==> src/rtl/pit_io_arbiter.sv <==
// pit_io_arbiter: round-robin sharing of the PIT I/O request/response stream between N_REQ requesters
module pit_io_arbiter #(
  parameter int N_REQ = 2,
  parameter int LOCK_TIMEOUT = 64
) (
  input  logic                 clk,
  input  logic                 resetn,
  input  logic [N_REQ-1:0]     req_s_tvalid,
  output logic [N_REQ-1:0]     req_s_tready,
  input  logic [N_REQ*40-1:0]  req_s_tdata,
  output logic [N_REQ-1:0]     rd_m_tvalid,
  input  logic [N_REQ-1:0]     rd_m_tready,
  output logic [15:0]          rd_m_tdata,
  output logic                 io_req_m_tvalid,
  input  logic                 io_req_m_tready,
  output logic [39:0]          io_req_m_tdata,
  input  logic                 io_rd_s_tvalid,
  output logic                 io_rd_s_tready,
  input  logic [15:0]          io_rd_s_tdata
);
  localparam int IW = $clog2(N_REQ);
  localparam int CW = $clog2(LOCK_TIMEOUT + 2);
  typedef enum logic [1:0] {IDLE, ISSUE, WAIT_RD, RESP} state_t;
  state_t state, nxt;
  logic [IW-1:0] ptr, owner, gr, gnt, idx;
  logic [CW-1:0] cnt;
  logic lock, hit, hs, done, tmo, expire;
  logic [39:0] rq [N_REQ];
  genvar i;
  for (i = 0; i < N_REQ; i++) begin : g_unpack
    assign rq[i] = req_s_tdata[i*40 +: 40];
  end
  function automatic logic [IW-1:0] inc(input logic [IW-1:0] v);
    return (v == IW'(N_REQ - 1)) ? '0 : v + 1'b1;
  endfunction
  // a held lock restricts eligibility to the owner; otherwise scan forward from ptr
  always_comb begin
    gnt = ptr;
    hit = 1'b0;
    idx = ptr;
    if (lock) begin
      gnt = owner;
      hit = req_s_tvalid[owner];
    end else begin
      for (int k = N_REQ - 1; k >= 0; k--) begin
        idx = IW'((int'(ptr) + k) % N_REQ);
        if (req_s_tvalid[idx]) begin
          hit = 1'b1;
          gnt = idx;
        end
      end
    end
  end
  assign hs     = state == IDLE && hit;
  assign done   = (state == ISSUE && io_req_m_tready && io_req_m_tdata[32]) ||
                  (state == RESP && rd_m_tready[gr]);
  assign tmo    = LOCK_TIMEOUT != 0 && state == IDLE && lock && !req_s_tvalid[owner];
  assign expire = tmo && cnt == CW'(LOCK_TIMEOUT - 1);
  always_ff @(posedge clk or negedge resetn) begin
    if (!resetn) state <= IDLE;
    else state <= nxt;
  end
  always_comb begin
    nxt = state;
    unique case (state)
      IDLE:    nxt = hit ? ISSUE : IDLE;
      ISSUE:   nxt = io_req_m_tready ? (io_req_m_tdata[32] ? IDLE : WAIT_RD) : ISSUE;
      WAIT_RD: nxt = io_rd_s_tvalid ? RESP : WAIT_RD;
      default: nxt = rd_m_tready[gr] ? IDLE : RESP;
    endcase
  end
  always_comb begin
    req_s_tready    = (resetn && hs) ? N_REQ'(1) << gnt : '0;
    io_req_m_tvalid = state == ISSUE;
    io_rd_s_tready  = state == WAIT_RD;
    rd_m_tvalid     = (state == RESP) ? N_REQ'(1) << gr : '0;
  end
  always_ff @(posedge clk or negedge resetn) begin
    if (!resetn) begin
      ptr            <= '0;
      owner          <= '0;
      gr             <= '0;
      lock           <= 1'b0;
      cnt            <= '0;
      io_req_m_tdata <= '0;
      rd_m_tdata     <= '0;
    end else begin
      if (hs) begin
        io_req_m_tdata <= rq[gnt];
        gr             <= gnt;
      end
      if (state == WAIT_RD && io_rd_s_tvalid) rd_m_tdata <= io_rd_s_tdata;
      if (done) begin
        lock  <= io_req_m_tdata[33];
        owner <= gr;
        ptr   <= io_req_m_tdata[33] ? ptr : inc(gr);
      end
      if (expire) begin
        lock <= 1'b0;
        ptr  <= inc(owner);
      end
      cnt <= (hs || !lock || expire) ? '0 : tmo ? cnt + 1'b1 : cnt;
    end
  end
endmodule

==> config.mk <==
export PLATFORM = sky130hd
export DESIGN_NAME = pit_io_arbiter
export DESIGN_NICKNAME = d
export VERILOG_FILES = /design/src/rtl/pit_io_arbiter.sv
export SDC_FILE = /design/constraint.sdc
export NUM_CORES = 1
export LEC_CHECK = 0
export CORE_MARGIN = 2
export CORE_UTILIZATION = 40
export DETAILED_ROUTE_END_ITERATION = 10
export PLACE_DENSITY = 0.77
export SYNTH_ARGS = -nofsm -noshare
export SYNTH_HDL_FRONTEND = slang
export SYNTH_SLANG_ARGS = --single-unit
export TNS_END_PERCENT = 10
==> constraint.sdc <==
create_clock -name clk -period 2.4 [get_ports clk]
set_input_delay 0.48 -clock clk [delete_from_list [all_inputs] [get_ports clk]]
set_output_delay 0.48 -clock clk [all_outputs]
set_load 0.1 [all_outputs]
# Yosys cells after proc, flatten, opt, wreduce, memory -nomap -nowiden
# Index checks and enable logic that the tools add are counted.
# word_totals
in_bits,104
output_inout_bits,62
word_cells,77
reg_bits,69
# op_classes
n_lt_le_gt_ge,5
mux,34
n_addsub,4
n_eq_ne,5
n_bitwise,1
n_reduce_logical,18
n_shift,2
# ops
cell,count
$mux W40,3
$mux W1,23
$mux W7,2
$mux W2,5
$logic_and A1 B1 Y1,9
$lt A1 B2 Y1 const B,4
$add A7 B1 Y7 const B,1
$eq A7 B6 Y1 const B,1
$pmux W2 S3,1
$eq A2 B2 Y1 const B,2
$reduce_bool A2 Y1,2
$shl A1 B1 Y2 const A,2
$add A1 B1 Y1 const B,3
$logic_or A1 B1 Y1,3
$eq A2 B1 Y1 const B,1
$ge A2 B2 Y1 const B,1
$logic_not A1 Y1,2
$logic_not A2 Y1,1
$ne A2 B1 Y1 const B,1
$not A1 Y2,1
$reduce_and A2 Y1,1

# Longest topological paths before layout
# logic_depth
ltp_word,10
mapped_depth,8

# Worst setup path after synthesis
# Ideal clock, no wire load.
# synth_timing
kind,register to output
from,register state[0]
to,output port req_s_tready[0]
stages_incl_launch_ff,8
required_ps,1920
arrival_ps,3325
setup_slack_ps,-1405
cell_sequence,dfrtp_1 -> buf_6 -> or2_1 -> buf_2 -> a211oi_2 -> buf_4 -> nand2_1 -> nor3_1
# synth_via
elab_chain_cells,4
# synth_lines
element,line_no,rtl
start: declaration,24,"state_t state, nxt;"
start signal: assignment,61,else state <= nxt;
$logic_not A2 Y1,54,assign hs = state == IDLE && hit;
$logic_and A1 B1 Y1,54,
$logic_and A1 B1 Y1,73,req_s_tready = (resetn && hs) ? N_REQ'(1) << gnt : '0;
$mux W2,73,
end: declaration,9,"output logic [N_REQ-1:0] req_s_tready,"
# No other way between the ends.

# Final worst setup path
# layout_timing
from,register state[1]
to,output port req_s_tready[0]
# The elaborated chain is that of the path after synthesis.

==> results.cfg <==
[synthesis]
synth.area.top_cells = dfrtp_1, a31oi_1, nor2_1, nand3_1, o21ai_0
synth.distinct_cells = 31
yosysTopAreaCell = dfrtp_1
synth_area_per_cell_um2 = 9.47
yosysTopAreaCellShare = 0.525
yosysSeqAreaShare = 0.525
synth_ff_type = dfrtp_1
mappedNetlistArea_um2 = 3290
yosys_warnings = 0
ys_ff_latch = 69
async_flop_share = 1.00
synth_edf_count = 0
synth_fp_nets = 452
synthCells = 347

[grt]
grt_pass1_vias = 3108
grt-ovfl-total = 0
grtUsageTotal = 0.205
grt_pass1_wl_mm = 14.4
antenna_found_initial = 0
grt_max_degree = 84

[critical_path]
r2r_slack_ns = 0.35
r2r-end = io_req_m_tdata[11]
path_class = reg2out
reg2reg_depth = 5
critPathArrivalTime_ns = 1.82
cp_max_fo = 6
required_ns = 1.92
r2r_start = state[1]
crit_path_start_kind = flip-flop
crit_path_end_kind = primary output

[clock_network]
cts_tree = built
cts_max_level = 3
clkTransAtPathRegs_ns = 0.08
cts_max_path_buffers = 2
cts.sinks = 69
clk_latency_ns = 0.33
cts_made_buffers = 9
clockRootBuffer = clkbuf_8

[timing]
fin_crit_ns = 2.30
hold_slack_ns = 0.410
tightestPinTransition_ns = 0.841
setup_violations = 0
hold_viol_final = 0
period_share = 0.958
slew_violations = 0
fmax_ghz = 0.435
finClkSkew_ns = 0.00987
relSlewSlack = 0.440

[final_layout]
area_growth_pct = 56.1
multi_input_area_um2 = 1440
drive_above_1_share = 0.232
fin_nets = 617
regArea_um2 = 1730
fill_cells = 683
diodes = 0
final_util = 0.634

[floorplan]
io_pins = 166
coreArea_um2 = 8090
die_area_um2 = 8960
die_h_um = 94.7
start_util = 0.406
die_w_um = 94.7
num_rows = 33

[place]
dp_hpwl_mm = 6.61
port_buffers = 165
gp_congestion = 0.749

[detailed_routing]
wirelength_mm = 9.34
num_vias = 3247
first_pass_iters = 4
drtIter0Drc = 108
remaining_drc_errors = 0
drtAntennaViolNets = 0
wire_per_inst_um = 15.0
viasPerCell = 5.22

[status]
status = complete, no violations

[job]
drv_cap = 0

[worst_hold_path]
min_path_type = in2async
-- critical path, stage by stage (launching register included) --
cell and delay, ns:
dfrtp_2 0.41, or2_4 0.27, a211oi_4 0.25, nand2_2 0.12
nor3_4 0.24, buf_12 0.20
-- worst max path at each step --
| stage | cells past startpoint | start | endpoint | slack, ns |
|---|---|---|---|---|
| finish | 5 | state[1] | req_s_tready[0] | 0.10 |
| global route | 5 | state[0] | req_s_tready[0] | -0.003 |
| CTS | 7 | req_s_tvalid[0] | req_s_tready[1] | 0.02 |
| detailed placement | 6 | req_s_tvalid[1] | io_req_m_tdata[22] | -0.08 |
| global placement | 6 | req_s_tvalid[1] | req_s_tready[0] | 0.008 |
| floorplan | 7 | state[0] | req_s_tready[0] | -0.56 |
-- layout make-up --
| type | instances | area share |
|---|---|---|
| timing repair buffer | 182 | 0.322 |
| clock inverter | 5 | 0.00537 |
| clock buffer | 11 | 0.0256 |
| tap | 105 | 0.0256 |
| sequential | 69 | 0.337 |
| multi-input combinational | 246 | 0.281 |
| inverter | 4 | 0.00293 |
-- through the flow --
stage	cell area [um2]	worst slack, ns	setup TNS [ns]	instances
2_1_floorplan	3300	-0.565	-0.752	347
3_3_place_gp	4920	0.00817	0	603
3_5_place_dp	4920	-0.0805	-1.83	603
4_1_cts	5100	0.0187	0	620
5_1_grt	5130	-0.00325	-0.00325	622
6_report	5130	0.101	0	622
-- metal layers --
metal  vias up  part of all wire  track usage  wire, um
met5         -                 0            0         0
met4         0             0.010       0.0640        95
met3         8             0.080       0.0599       752
met2       113              0.49        0.348      4610
met1      1556              0.42        0.252      3890
li1       1570                 -            -         -
-- cell usage in the layout (no fill, tap or decap), types with 2 or more instances in the layout --
cell type        instances
inv_1                    4
clkbuf_1                 2
clkbuf_8                 9
mux2i_1                  4
dlymetal6s2s_1           2
clkdlybuf4s50_1        100
a21oi_1                  4
o21ai_0                 42
nand2b_1                 2
o22ai_1                  2
mux2_2                  17
nor2b_1                  3
a31oi_1                 41
buf_12                   2
nand2_1                  8
buf_4                   76
nand4_1                  3
dfrtp_1                 68
nor2_1                  56
xor2_1                   5
clkinv_2                 4
nand3_1                 42
-- repair_timing --
action                                  CTS  global route
setup buffers                             1             2
hold buffers                              0             0
endpoints found under the setup margin    2             2
endpoints found under the hold margin     0             0
pin swaps                                 2             5
gates resized for setup                   5             5
-- logic make-up after synthesis --
logic type      count (synthesis)  share of synthesized area
buf+inv                        32                     0.0476
flops                          69                      0.525
fa+ha+maj                       1                    0.00381
mux                            22                     0.0735
compound gates                 94                      0.166
xor+xnor                        5                     0.0133
simple gates                  124                      0.171
-- cells in the mapped netlist (4+ instances only) --
cell and number:
a21oi_1 4, a31oi_1 41, buf_2 8, clkbuf_1 16
dfrtp_1 69, inv_1 4, mux2_2 17, mux2i_1 5
nand2_1 9, nand3_1 42, nor2_1 57, nor2b_1 5
o21ai_0 42, xor2_1 5
-- registers in the layout, indices dropped and copies added (netlist names) --
| register | flops |
|---|---|
| ptr | 1 |
| cnt | 7 |
| lock | 1 |
| owner | 1 |
| io_req_m_tdata | 40 |
| state | 2 |
| gr | 1 |
| rd_m_tdata | 16 |
Power is left out: the tool's default activity adds up to more than one toggle a clock period on the data nets, which glitch-free logic cannot reach.
